`config.mk`:
```
export PLATFORM = sky130hd
export DESIGN_NAME = uart_tx_sched_flat
export DESIGN_NICKNAME = d
export VERILOG_FILES = /design/src/rtl/uart_pkg.sv /design/src/rtl/uart_tx_sched_if.sv /design/src/rtl/uart_baud_timer.sv /design/src/rtl/uart_tx_sched.sv /design/src/flat_wrapper.sv
export SDC_FILE = /design/constraint.sdc
export NUM_CORES = 1
export LEC_CHECK = 0
export ABC_AREA = 1
export CORE_AREA = 4 4 91 93
export CTS_CLUSTER_SIZE = 8
export DETAILED_ROUTE_END_ITERATION = 6
export DIE_AREA = 0 0 95 97
export PLACE_DENSITY_LB_ADDON = 0.2
export REMOVE_ABC_BUFFERS = 1
export SKIP_LAST_GASP = 1
export SYNTH_ARGS = -nofsm -noshare
export SYNTH_HDL_FRONTEND = slang
export SYNTH_SLANG_ARGS = --single-unit
```
`constraint.sdc`:
```
create_clock -name clk -period 1.6 [get_ports clk]
set_input_delay 0.32 -clock clk [delete_from_list [all_inputs] [get_ports clk]]
set_output_delay 0.32 -clock clk [all_outputs]
set_load 0.02 [all_outputs]
```
`src/rtl/uart_pkg.sv`:
```
// rtl/uart_pkg.sv - shared UART types, constants and parity helper
package uart_pkg;

  // Transmit controller states, in frame order.
  typedef enum logic [2:0] {
    ST_IDLE,
    ST_FETCH,
    ST_LOAD,
    ST_START,
    ST_DATA,
    ST_PARITY,
    ST_STOP
  } tx_state_e;

  localparam int   UART_DATA_BITS = 8;
  localparam logic TXD_IDLE       = 1'b1;

  // Parity bit for a data byte: even parity when odd_sel is 0, odd parity when 1.
  function automatic logic calc_parity(input logic [UART_DATA_BITS-1:0] data,
                                       input logic odd_sel);
    return (^data) ^ odd_sel;
  endfunction

endpackage

```
`src/rtl/uart_tx_sched_if.sv`:
```
// rtl/uart_tx_sched_if.sv - TX FIFO read-port bundle between FIFO and transmit controller
interface uart_tx_sched_if;
  import uart_pkg::*;

  logic                      fifo_empty;
  logic [UART_DATA_BITS-1:0] fifo_rd_data;
  logic                      fifo_rd_en;
  logic                      fifo_rptr_rst_n;

  // Controller side: consumes FIFO status/data, drives read strobe and read-pointer reset.
  modport master (
    input  fifo_empty,
    input  fifo_rd_data,
    output fifo_rd_en,
    output fifo_rptr_rst_n
  );

  // FIFO side.
  modport slave (
    output fifo_empty,
    output fifo_rd_data,
    input  fifo_rd_en,
    input  fifo_rptr_rst_n
  );

endinterface

```
`src/rtl/uart_baud_timer.sv`:
```
// rtl/uart_baud_timer.sv - loadable bit-period down-counter shared by UART TX and RX
module uart_baud_timer #(
  parameter int DIV_WIDTH = 16
) (
  input  logic                 clk,
  input  logic                 rst_n,
  input  logic                 load,
  input  logic [DIV_WIDTH-1:0] load_val,
  output logic [DIV_WIDTH-1:0] count,
  output logic                 tick
);

  // The last cycle of a bit period is the one where the counter sits at zero.
  assign tick = (count == '0);

  // Reload at each bit start, otherwise count down and hold at zero.
  always_ff @(posedge clk or negedge rst_n) begin
    if (!rst_n) begin
      count <= '0;
    end else if (load) begin
      count <= load_val;
    end else if (count != '0) begin
      count <= count - DIV_WIDTH'(1);
    end
  end

endmodule

```
`src/rtl/uart_tx_sched.sv`:
```
// rtl/uart_tx_sched.sv - UART transmit scheduler: drains TX FIFO and serializes frames on txd
module uart_tx_sched
  import uart_pkg::*;
#(
  parameter int DIV_WIDTH = 16,
  parameter int STOP_BITS = 1
) (
  input  logic                 clk,
  input  logic                 rst_n,
  input  logic                 tx_en,
  input  logic [DIV_WIDTH-1:0] baud_div,
  input  logic                 par_en,
  input  logic                 par_odd,
  input  logic                 flush,
  uart_tx_sched_if.master      fifo,
  output logic                 txd,
  output logic                 busy,
  output logic                 tx_done
);

  // Index of the final stop bit; only 1 or 2 stop bits are meaningful.
  localparam logic LAST_STOP = (STOP_BITS == 2);
  localparam logic [2:0] LAST_BIT = 3'(UART_DATA_BITS - 1);

  tx_state_e                 state;
  logic [UART_DATA_BITS-1:0] shreg;
  logic [2:0]                bit_idx;
  logic                      stop_idx;
  logic [DIV_WIDTH-1:0]      div_q;
  logic                      par_en_q;
  logic                      par_bit;

  logic                      tmr_load;
  logic [DIV_WIDTH-1:0]      tmr_val;
  logic [DIV_WIDTH-1:0]      tmr_count;
  logic                      tmr_tick;

  logic                      start_ok;
  logic                      stop_last;

  assign start_ok  = tx_en && !fifo.fifo_empty && !flush;
  assign stop_last = (stop_idx == LAST_STOP);

  uart_baud_timer #(
    .DIV_WIDTH (DIV_WIDTH)
  ) u_baud_timer (
    .clk      (clk),
    .rst_n    (rst_n),
    .load     (tmr_load),
    .load_val (tmr_val),
    .count    (tmr_count),
    .tick     (tmr_tick)
  );

  // Restart the bit timer at every bit boundary; LOAD uses the live divisor since div_q is latched on the same edge.
  always_comb begin
    tmr_load = 1'b0;
    tmr_val  = div_q;
    case (state)
      ST_LOAD: begin
        tmr_load = 1'b1;
        tmr_val  = baud_div;
      end
      ST_START, ST_DATA, ST_PARITY: tmr_load = tmr_tick;
      ST_STOP:                      tmr_load = tmr_tick && !stop_last;
      default:                      tmr_load = 1'b0;
    endcase
  end

  // Frame sequencer; every output is registered and flush overrides any state.
  always_ff @(posedge clk or negedge rst_n) begin
    if (!rst_n) begin
      state                <= ST_IDLE;
      txd                  <= TXD_IDLE;
      busy                 <= 1'b0;
      tx_done              <= 1'b0;
      fifo.fifo_rd_en      <= 1'b0;
      fifo.fifo_rptr_rst_n <= 1'b1;
      shreg                <= '0;
      bit_idx              <= '0;
      stop_idx             <= 1'b0;
      div_q                <= '0;
      par_en_q             <= 1'b0;
      par_bit              <= 1'b0;
    end else begin
      fifo.fifo_rd_en      <= 1'b0;
      fifo.fifo_rptr_rst_n <= 1'b1;
      tx_done              <= 1'b0;
      if (flush) begin
        state                <= ST_IDLE;
        txd                  <= TXD_IDLE;
        busy                 <= 1'b0;
        fifo.fifo_rptr_rst_n <= 1'b0;
      end else begin
        case (state)
          ST_IDLE: begin
            txd <= TXD_IDLE;
            if (start_ok) begin
              state           <= ST_FETCH;
              fifo.fifo_rd_en <= 1'b1;
              busy            <= 1'b1;
            end
          end
          ST_FETCH: begin
            state <= ST_LOAD;
          end
          ST_LOAD: begin
            shreg    <= fifo.fifo_rd_data;
            div_q    <= baud_div;
            par_en_q <= par_en;
            par_bit  <= calc_parity(fifo.fifo_rd_data, par_odd);
            bit_idx  <= '0;
            stop_idx <= 1'b0;
            txd      <= 1'b0;
            state    <= ST_START;
          end
          ST_START: begin
            if (tmr_tick) begin
              txd   <= shreg[0];
              shreg <= shreg >> 1;
              state <= ST_DATA;
            end
          end
          ST_DATA: begin
            if (tmr_tick) begin
              bit_idx <= bit_idx + 3'd1;
              if (bit_idx == LAST_BIT) begin
                if (par_en_q) begin
                  txd   <= par_bit;
                  state <= ST_PARITY;
                end else begin
                  txd      <= 1'b1;
                  stop_idx <= 1'b0;
                  tx_done  <= !LAST_STOP && (div_q == '0);
                  state    <= ST_STOP;
                end
              end else begin
                txd   <= shreg[0];
                shreg <= shreg >> 1;
              end
            end
          end
          ST_PARITY: begin
            if (tmr_tick) begin
              txd      <= 1'b1;
              stop_idx <= 1'b0;
              tx_done  <= !LAST_STOP && (div_q == '0);
              state    <= ST_STOP;
            end
          end
          ST_STOP: begin
            txd <= 1'b1;
            if (tmr_tick) begin
              if (stop_last) begin
                if (tx_en && !fifo.fifo_empty) begin
                  state           <= ST_FETCH;
                  fifo.fifo_rd_en <= 1'b1;
                end else begin
                  state <= ST_IDLE;
                  busy  <= 1'b0;
                end
              end else begin
                stop_idx <= 1'b1;
                tx_done  <= (div_q == '0);
              end
            end else begin
              // Raise tx_done so it lands on the cycle where the final stop bit's timer hits zero.
              tx_done <= stop_last && (tmr_count == DIV_WIDTH'(1));
            end
          end
          default: begin
            state <= ST_IDLE;
            txd   <= TXD_IDLE;
            busy  <= 1'b0;
          end
        endcase
      end
    end
  end

endmodule

```
`src/flat_wrapper.sv`:
```
// flat-port wrapper written by rule: the top's interface ports become plain ports
module uart_tx_sched_flat import uart_pkg::*;
#(
  parameter int DIV_WIDTH = 16,
  parameter int STOP_BITS = 1
)
  (clk, rst_n, tx_en, baud_div, par_en, par_odd, flush, txd, busy, tx_done, fifo_fifo_empty, fifo_fifo_rd_data, fifo_fifo_rd_en, fifo_fifo_rptr_rst_n);
  uart_tx_sched_if fifo_i ();
  input  logic clk;
  input  logic rst_n;
  input  logic tx_en;
  input  logic [DIV_WIDTH-1:0] baud_div;
  input  logic par_en;
  input  logic par_odd;
  input  logic flush;
  output logic txd;
  output logic busy;
  output logic tx_done;
  input wire logic [$bits(fifo_i.fifo_empty)-1:0] fifo_fifo_empty;
  input wire logic [$bits(fifo_i.fifo_rd_data)-1:0] fifo_fifo_rd_data;
  output wire logic [$bits(fifo_i.fifo_rd_en)-1:0] fifo_fifo_rd_en;
  output wire logic [$bits(fifo_i.fifo_rptr_rst_n)-1:0] fifo_fifo_rptr_rst_n;
  assign fifo_i.fifo_empty = fifo_fifo_empty;
  assign fifo_i.fifo_rd_data = fifo_fifo_rd_data;
  assign fifo_fifo_rd_en = fifo_i.fifo_rd_en;
  assign fifo_fifo_rptr_rst_n = fifo_i.fifo_rptr_rst_n;
  uart_tx_sched #(.DIV_WIDTH(DIV_WIDTH), .STOP_BITS(STOP_BITS)) u_core (.clk(clk), .rst_n(rst_n), .tx_en(tx_en), .baud_div(baud_div), .par_en(par_en), .par_odd(par_odd), .flush(flush), .fifo(fifo_i), .txd(txd), .busy(busy), .tx_done(tx_done));
endmodule
```
==> flow_summary.toml, run 1 <==
[setup_path]
slowest_stage = "dfrtp_1"
critical-path-max-stage-delay_ps = 390
r2r-start = "u_core.u_baud_timer.count[1]"
r2r_end = "u_core.u_baud_timer.count[0]"
worst-path-max-fanout = 6
rrSetupSlack_ps = 20
cp_cell_sequence = "inv_2 -> ha_4 -> nand2_4 -> nor2_4 -> nand2_4 -> o21ai_4 -> buf_4 -> nand2_1 -> nand2_1 -> inv_1"
reg2reg_depth = 10
path_class = "reg2reg"
crit_arrival_ps = 1800
endpoint_kind = "register"
cp-start-kind = "register"
cp-startpoint = "u_core.u_baud_timer.count[1]"
cp.required_ps = 1810

[timing]
setup_viol = 0
whs_ps = 467
finalCriticalPeriod_ps = 1580
rsz0062_at_grt = "true"
worstMarginPinSlew_ps = 417
max_freq_mhz = 632
fin_skew_ps = 5.82
max_slew_margin_pct = 72.2
layout_worst_path_cycle_share_pct = 99.0
slew_violations = 0
hold_viol_final = 0
setup-tns-final_ps = 0

[global_routing]
grt_pass1_wl_um = 13400
grt_start_max_net_pins = 40
grt_usage_pct = 18.1
gr-total-overflow = 0
grt_pass1_vias = 2895
antenna_found_initial = 0

[floorplanning]
start_util_pct = 43.5
die_w_um = 95
ios = 36
fp.dieH_um = 97
core_um2 = 7530
rows = 32
die_area_um2 = 9220

[yosys]
avgSynthCellArea_um2 = 7.41
yosysSeqAreaShare_pct = 40.6
syn_area_um2 = 3280
ys_warn_count = 0
ys_types = 34
synthCells = 442
synth_seq_cells = 53

[placed_design]
gp_congestion = 0.908
dp_hpwl_um = 6110
port_buffers = 35

[power]
clkPwrFrac_pct = 10.0
switchingPower_mw = 3.23
seqPwrFrac_pct = 31.9
power_leakage_nw = 2.25
ir_drop_uv = 715
combPwrFrac_pct = 58.1
p_per_area_nw_per_um2 = 1670
p_int_mw = 4.17
switching_share_pct = 43.7

[drt]
drtIter0Drc = 169
wirelength_um = 8440
wl_per_cell_um = 13.2
via_per_inst = 4.79
top_layer = "met4"
num_vias = 3068
drt-pass1-iter-count = 4
met1Wirelength_um = 4090
ant_nets = 0
wl_met3_um = 306
drc = 0
wl_met2_um = 3890

[final_layout]
nets = 573
drive_gt1_share_pct = 25.1
antenna_cells = 0
layout-area-overhead-vs-synth_pct = 35.7

[clock_tree]
cts.sinks = 53
cts-buffers-inserted = 5
insertion_delay_ps = 310
max-clock-path-buffers = 2
cts-root-buf = "clkbuf_8"
cts_tree = "built"
cts_max_level = 2
path_clk_slew_ps = 90

[outcome]
status = "finished clean"

[min_path]
hold_class = "in2async"

[job]
max_cap_viol_count = 0
==> Yosys cell counts <==
| cell type | n | area, um2 |
|---|---|---|
| nand3b_1 | 2 | 15.0 |
| mux2i_1 | 5 | 50.1 |
| nand4_1 | 7 | 43.8 |
| xnor2_1 | 4 | 35.0 |
| dfstp_2 | 2 | 52.6 |
| nand2_1 | 136 | 510 |
| nand3_1 | 26 | 130 |
| nor4_1 | 1 | 6.26 |
| clkinv_1 | 1 | 3.75 |
| ha_1 | 5 | 62.6 |
| buf_6 | 2 | 22.5 |
| nand2_2 | 3 | 18.8 |
| nor2_2 | 5 | 31.3 |
| xor2_1 | 11 | 96.3 |
| nand3_2 | 1 | 10.0 |
| nor2_1 | 42 | 158 |
| o21ai_4 | 1 | 16.3 |
| o21ai_1 | 12 | 60.1 |
| nand2_4 | 7 | 78.8 |
| a21boi_1 | 1 | 7.51 |
| o21ai_0 | 42 | 210 |
| nor3_1 | 3 | 15.0 |
| o21bai_1 | 2 | 15.0 |
| inv_1 | 46 | 173 |
| a21oi_4 | 1 | 16.3 |
| o211ai_1 | 3 | 22.5 |
| nor2_8 | 2 | 40.0 |
| clkbuf_1 | 1 | 3.75 |
| buf_2 | 6 | 30.0 |
| dfrtp_1 | 51 | 1280 |
| inv_2 | 3 | 11.3 |
| o21ai_2 | 3 | 26.3 |
| a21oi_1 | 4 | 20.0 |
| buf_4 | 1 | 7.51 |
==> registers in the layout (all words and copies together), names as in the netlist <==
signal	flops
u_core.shreg	8
u_core.busy	1
u_core.par_en_q	1
u_core.txd	1
u_core.par_bit	1
u_core.tx_done	1
u_core.fifo.fifo_rptr_rst_n	1
u_core.fifo.fifo_rd_en	1
u_core.u_baud_timer.count	16
u_core.div_q	16
u_core.state	3
u_core.bit_idx	3
==> cells in the final DEF (no fill, tap or decap), types with 2 or more instances in the layout <==
| cell | netlist | layout |
|---|---|---|
| xor2_1 | 11 | 11 |
| nand2_2 | 3 | 16 |
| buf_4 | 1 | 55 |
| nor3_1 | 3 | 3 |
| nor2_2 | 5 | 7 |
| nor2_4 | 0 | 8 |
| nand3_2 | 1 | 2 |
| clkbuf_8 | 0 | 5 |
| dlygate4sd2_1 | 0 | 3 |
| ha_1 | 5 | 3 |
| nand4_1 | 7 | 7 |
| dfrtp_1 | 51 | 48 |
| mux2i_1 | 5 | 5 |
| nand2_4 | 7 | 11 |
| buf_12 | 0 | 2 |
| o21ai_1 | 12 | 12 |
| buf_6 | 2 | 2 |
| a21oi_1 | 4 | 3 |
| inv_2 | 3 | 7 |
| nand3_1 | 26 | 25 |
| o211ai_1 | 3 | 3 |
| nor2_1 | 42 | 32 |
| nand3b_1 | 2 | 2 |
| xnor2_1 | 4 | 3 |
| o21ai_0 | 42 | 39 |
| dfstp_2 | 2 | 2 |
| clkbuf_1 | 1 | 3 |
| o21ai_2 | 3 | 6 |
| o21bai_1 | 2 | 2 |
| dfrtp_2 | 0 | 3 |
| clkdlybuf4s50_1 | 0 | 30 |
| ha_4 | 0 | 2 |
| nand2_1 | 136 | 122 |
| nor2_8 | 2 | 2 |
| inv_1 | 46 | 42 |
==> critical path: cells and delay by family, from the launching register on <==
kind,cells,cell delay (ps)
compound gates,1,240
fa+ha+maj,1,150
buf+inv,3,280
flops,1,390
simple gates,5,430
==> how the worst max path moves through the flow <==
stage,end,slack (ps),depth (start not counted)
3_5_place_dp,u_core.shreg[3],-100,8
5_1_grt,u_core.u_baud_timer.count[12],-60,10
3_3_place_gp,u_core.u_baud_timer.count[1],-70,8
2_1_floorplan,u_core.shreg[3],-150,8
6_report,u_core.u_baud_timer.count[0],20,10
4_1_cts,u_core.shreg[3],3,8
==> cell type report <==
cell class / count / area (um2)
Clock buffer: 8 / 80.1
Fill cell: 714 / 3080
Inverter: 50 / 188
Multi-Input combinational cell: 332 / 1890
Sequential cell: 53 / 1330
Tap cell: 102 / 128
Timing Repair Buffer: 95 / 830
==> power by group through the flow <==
stage          clock network (mW)  registers, mW  logic (mW)
2_1_floorplan                   0           2.31        2.17
3_3_place_gp                    0           2.30        3.59
3_5_place_dp                    0           2.32        3.65
4_1_cts                     0.763           2.29        3.70
5_1_grt                     0.826           2.43        4.79
6_report                    0.738           2.36        4.30
==> per-stage QoR <==
stage                     power (mW)  area (um2)  worst slack (ps)  cells  util [%]
after global routing            8.04        4440             -59.7    640      59.0
after floorplan                 4.48        3210              -152    432         -
after CTS                       6.76        4200              2.76    629      55.8
final                           7.40        4440              16.7    640      59.0
after detailed placement        5.96        4080              -101    618      54.2
after global placement          5.89        4080             -71.1    618      54.2
==> logic make-up after synthesis <==
logic type | share of synthesized area, %
compound gates | 12.0
mux | 1.53
xor+xnor | 4.01
flops | 40.6
fa+ha+maj | 1.91
simple gates | 32.3
buf+inv | 7.68
==> timing repair <==
item,in CTS,in global routing
gates cloned,0,3
buffers inserted,2,8
pin swaps,0,19
resized for setup,8,54
endpoints found under the setup margin,31,47
hold buffers,1,0
endpoints found under the hold margin,12,0
==> per-layer routing <==
layer / global-route usage (%) / up-vias
met4: 4.99 / 0
met1: 26.0 / 1394
li1: - / 1605
met3: 2.57 / 9
met5: 0 / -
met2: 28.3 / 60
Note: power is estimated with default switching activity, not from simulation.
==> inputs of run 2 (changes only) <==
Settings changed: RECOVER_POWER from default to 25.
==> run 2 against run 1 <==
  * Core utilization is 0.067 points lower
  * Total power hardly changed
  * Clock skew hardly changed
  * Sequential power hardly changed
  * First-iteration DRC count stayed put
  * Critical path depth stayed put
  * Largest power group unchanged
  * Setup slack hardly changed
  * Worst hold slack better by 5.9 ps
  * Register-to-register slack hardly changed
  * Final area is 0.11% lower
==> flow_summary.toml, run 2 (same netlist as run 1, synthesis figures left out) <==
[drt]
via_per_inst = 4.79
wl_per_cell_um = 13.2
ant_nets = 0
drc = 0
wirelength_um = 8440
drtIter0Drc = 169
drt-pass1-iter-count = 4
num_vias = 3065

[final_layout]
fin_util_pct = 59.0
final_common_cell = "nand2_1"
drive_gt1_share_pct = 24.7
multi_input_area_um2 = 1890
final_cell_mix = "nand2_1, buf_4, dfrtp_1"
ff_latch_area_um2 = 1330
layout-area-overhead-vs-synth_pct = 35.5
n_fill_cell = 714
stdcell_area_um2 = 4440
antenna_cells = 0
reg_top3 = "u_core.div_q x16, u_core.u_baud_timer.count x16, u_core.shreg x8"
nets = 573

[timing]
fin_skew_ps = 5.95
finalCriticalPeriod_ps = 1580
setup-tns-final_ps = 0
max_slew_margin_pct = 33.5
max_freq_mhz = 631
worstMarginPinSlew_ps = 997
slew_violations = 0
layout_worst_path_cycle_share_pct = 99.0
hold_viol_final = 0
setup_viol = 0
setup_slack_ps = 16.5
rsz0062_at_grt = "true"

[placed_design]
gp_congestion = 0.908
dp_hpwl_um = 6110
postPlaceCellArea_um2 = 4080
pre_cts_slack_ps = -101
port_buffers = 35

[global_routing]
grt_pass1_vias = 2895
grt_pass1_wl_um = 13400
gr-total-overflow = 0
grt_usage_pct = 18.1
grt_start_max_net_pins = 40
antenna_found_initial = 0

[setup_path]
endpoint_kind = "register"
path_class = "reg2reg"
cp-start-kind = "register"
worst-path-max-fanout = 6
crit_arrival_ps = 1800
cp.required_ps = 1810

[job]
max_cap_viol_count = 0

[power]
ir_drop_uv = 715
power_leakage_nw = 2.25
p_per_area_nw_per_um2 = 1670

[min_path]
hold_class = "reg2reg"

[floorplanning]
core_um2 = 7530
rows = 32
ios = 36
fp.dieH_um = 97
start_util_pct = 43.5
die_w_um = 95
die_area_um2 = 9220

[clock_tree]
max-clock-path-buffers = 2
cts_max_level = 2
insertion_delay_ps = 310
cts-root-buf = "clkbuf_8"
cts-buffers-inserted = 5
path_clk_slew_ps = 90
cts.sinks = 53
cts_tree = "built"

[outcome]
status = "finished clean"
==> run 2: changes by cell type in the layout (fill, tap and decap cells not counted) <==
cell,delta
clkbuf_1,+2
buf_2,-1
buf_4,-1
==> run 2: cell type report <==
| class | instances | area share (%) |
|---|---|---|
| inverters | 50 | 4.23 |
| clock buffers | 8 | 1.80 |
| repair buffers | 95 | 18.6 |
| flip-flops and latches | 53 | 30.0 |
| well taps | 102 | 2.87 |
| multi-input cells | 332 | 42.5 |
==> run 2: worst paths after layout <==
| path | end | slack, ps | cells past startpoint | from |
|---|---|---|---|---|
| setup / recovery | u_core.u_baud_timer.count[0] | 20 | 10 | u_core.u_baud_timer.count[1] |
| hold / removal | u_core.busy | 470 | 2 | u_core.busy |
| setup reg to reg | u_core.u_baud_timer.count[0] | 20 | 10 | u_core.u_baud_timer.count[1] |
| hold reg to reg | u_core.busy | 470 | 2 | u_core.busy |
| max in group asynchronous | u_core.shreg[0] | 180 | 3 | rst_n |
| min in group asynchronous | u_core.tx_done | 680 | 2 | rst_n |
==> run 2: timing repair <==
action,in CTS,in global routing
cloned,0,3
hold buffers,1,0
gates resized for setup,8,54
endpoints found under the setup margin,31,47
pin swaps,0,19
setup buffers,2,8
hold endpoints to repair,12,0
==> run 2: metal layers <==
metal / wire length (um) / global-route usage (%) / part of all wire, % / up-vias
li1: - / - / - / 1606
met1: 4120 / 26.0 / 49 / 1393
met2: 3890 / 28.3 / 46 / 56
met3: 288 / 2.57 / 3.4 / 10
met4: 148 / 4.99 / 1.8 / 0
met5: 0 / 0 / 0 / -
==> run 2: critical path: stages, from the launching register on <==
cell     delay [ps]
dfrtp_1         390
inv_2           100
ha_4            150
nand2_4          60
nor2_4          140
nand2_4         130
o21ai_4         240
buf_4           150
nand2_1          40
nand2_1          60
inv_1            30
==> run 2: stage by stage <==
step | hold WS [ps] | std cells | total power, mW
after floorplan | 24.4 | 432 | 4.48
after global placement | 274 | 618 | 5.89
after detailed placement | 280 | 618 | 5.96
after CTS | 472 | 629 | 6.76
after global routing | 511 | 640 | 8.04
final | 473 | 640 | 7.40
==> run 2: where the power goes <==
group	switching (mW)	internal, mW
Combinational	2.36	1.94
Clock	0.427	0.312
Sequential	0.449	1.92
Total	3.24	4.17
==> inputs of run 3 (changes only) <==
Settings changed: PLACE_DENSITY from default to 0.67, PLACE_DENSITY_LB_ADDON 0.2 to default.
==> run 3 against run 2 <==
  * Sequential cell count unchanged
  * Setup slack better by 14 ps
  * Largest power group unchanged
  * Non-clock buffer count down 2
  * Combinational power down 5%
  * Fmax up 0.90%
  * Register-to-register slack about the same
  * Clock power up 25%
  * Critical path type unchanged
==> flow_summary.toml, run 3 (same netlist as run 1, synthesis figures left out) <==
[power]
combPwrFrac_pct = 55.8
p_per_area_nw_per_um2 = 1650
p_total_mw = 7.34
switchingPower_mw = 3.13
seqPwrFrac_pct = 31.6
clkPwrFrac_pct = 12.6
p_int_mw = 4.21
switching_share_pct = 42.6
power_leakage_nw = 2.28
ir_drop_uv = 718

[outcome]
status = "finished clean"

[final_layout]
fin_util_pct = 58.9
ff_latch_area_um2 = 1330
final_cells = 637
layout-area-overhead-vs-synth_pct = 35.4
final_common_cell = "nand2_1"
final_cell_mix = "nand2_1, buf_4, dfrtp_1"
multi_input_area_um2 = 1860
drive_gt1_share_pct = 23.6
n_fill_cell = 736
antenna_cells = 0
nets = 570
reg_top3 = "u_core.div_q x16, u_core.u_baud_timer.count x16, u_core.shreg x8"

[timing]
setup_viol = 0
hold_viol_final = 0
max_freq_mhz = 637
finalCriticalPeriod_ps = 1570
rsz0062_at_grt = "true"
max_slew_margin_pct = 49.6
slew_violations = 0
setup_slack_ps = 30.5
worstMarginPinSlew_ps = 756
fin_skew_ps = 12.3
layout_worst_path_cycle_share_pct = 98.1

[min_path]
hp-start = "u_core.txd"
hold_class = "reg2reg"
hold_end = "u_core.txd"
hold_path_depth = 2

[clock_tree]
cts-root-buf = "clkbuf_8"
cts.sinks = 53
path_clk_slew_ps = 100
cts_max_level = 2
insertion_delay_ps = 320
cts-buffers-inserted = 5
max-clock-path-buffers = 2
cts_tree = "built"

[job]
max_cap_viol_count = 0

[global_routing]
met2_usage_pct = 27.8
grt_usage_pct = 17.5
met1_usage_pct = 24.8
grt_pass1_wl_um = 13000
gr-total-overflow = 0
grt.busiest_layer = "met2"
grt_pass1_vias = 2870
antenna_found_initial = 0
grt_start_max_net_pins = 32
grt_use_met3_pct = 2.64

[drt]
wirelength_um = 8070
drc = 0
ant_nets = 0
drt-pass1-iter-count = 4
via_per_inst = 4.86
num_vias = 3093
wl_per_cell_um = 12.7
drtIter0Drc = 135

[placed_design]
dp_hpwl_um = 6000
gp_congestion = 0.870
placedCellCount = 623
pre_cts_slack_ps = -133
port_buffers = 35

[floorplanning]
start_util_pct = 43.5
core_um2 = 7530
fp.dieH_um = 97
die_w_um = 95
rows = 32
ios = 36
die_area_um2 = 9220

[setup_path]
reg2reg_depth = 8
cp_cell_sequence = "nor2_2 -> nand2_2 -> nor2_4 -> nand2_4 -> o21ai_4 -> buf_6 -> o211ai_1 -> nand2_1"
cp-start-kind = "register"
critical-path-max-stage-delay_ps = 400
rrSetupSlack_ps = 30
crit_family = "simple AND/OR/NAND/NOR gates"
cp.required_ps = 1850
slowest_stage = "dfrtp_1"
endpoint_kind = "register"
r2r-start = "u_core.u_baud_timer.count[14]"
crit_arrival_ps = 1820
r2r_end = "u_core.u_baud_timer.count[4]"
crit_buf_inv = 1
worst-path-max-fanout = 6
path_class = "reg2reg"
[run 3: changes by cell type in the layout (fill, tap and decap cells not counted), moves of 3 or more]
| cell | change |
|---|---|
| nor2_2 | +5 |
| clkbuf_1 | -3 |
| nand2_1 | +7 |
| nand2_2 | -9 |
| nor2_4 | -3 |
[run 3: how the worst max path moves through the flow]
| stage | startpoint | to | slack (ps) | cells after the start |
|---|---|---|---|---|
| 2_1_floorplan | u_core.state[2] | u_core.shreg[3] | -150 | 8 |
| 3_3_place_gp | flush | u_core.shreg[3] | -100 | 8 |
| 3_5_place_dp | flush | u_core.shreg[4] | -130 | 8 |
| 4_1_cts | u_core.u_baud_timer.count[0] | u_core.u_baud_timer.count[9] | 6 | 9 |
| 5_1_grt | u_core.u_baud_timer.count[14] | u_core.bit_idx[0] | -50 | 8 |
| 6_report | u_core.u_baud_timer.count[14] | u_core.u_baud_timer.count[4] | 30 | 8 |
[run 3: worst min-delay path: cells and delay by family (launching register included)]
| family | cells | cell delay (ps) |
|---|---|---|
| AND/OR/NAND/NOR | 2 | 100 |
| flip-flops | 1 | 380 |
[run 3: final cells by class]
cell class | instances | area share, %
clock inverters | 2 | 0.790
flip-flops and latches | 53 | 30.0
inverters | 50 | 4.23
multi-input cells | 331 | 41.8
clock buffers | 6 | 1.64
repair buffers | 93 | 18.6
well taps | 102 | 2.88
[run 3: per-layer routing]
metal,share of wire [%],up-vias,wire [um]
met5,0,-,0
met4,1.2,0,99
met3,3.7,8,298
met2,48,57,3830
met1,48,1433,3830
li1,-,1595,-
[run 3: repair_timing]
action                                  4_1_cts  5_1_grt
buffers inserted                              0        3
endpoints found under the hold margin         8        0
gates resized for setup                      10       45
pin swaps                                     0       14
hold buffers                                  1        0
endpoints found under the setup margin       30       46
cloned                                        0        2
[run 3: power by group through the flow]
stage               sequential, mW  combinational, mW  clock, mW
floorplan                     2.31               2.17          0
global placement              2.29               3.62          0
detailed placement            2.31               3.69          0
CTS                           2.28               3.73      0.942
global route                  2.38               4.57       1.00
finish                        2.32               4.10      0.927
[run 3: stage by stage]
stage	hold slack (ps)	instance area, um2	setup TNS [ps]
2_1_floorplan	24.4	3210	-1130
3_3_place_gp	232	4130	-2170
3_5_place_dp	233	4130	-2930
4_1_cts	429	4260	0
5_1_grt	496	4440	-506
6_report	473	4440	0
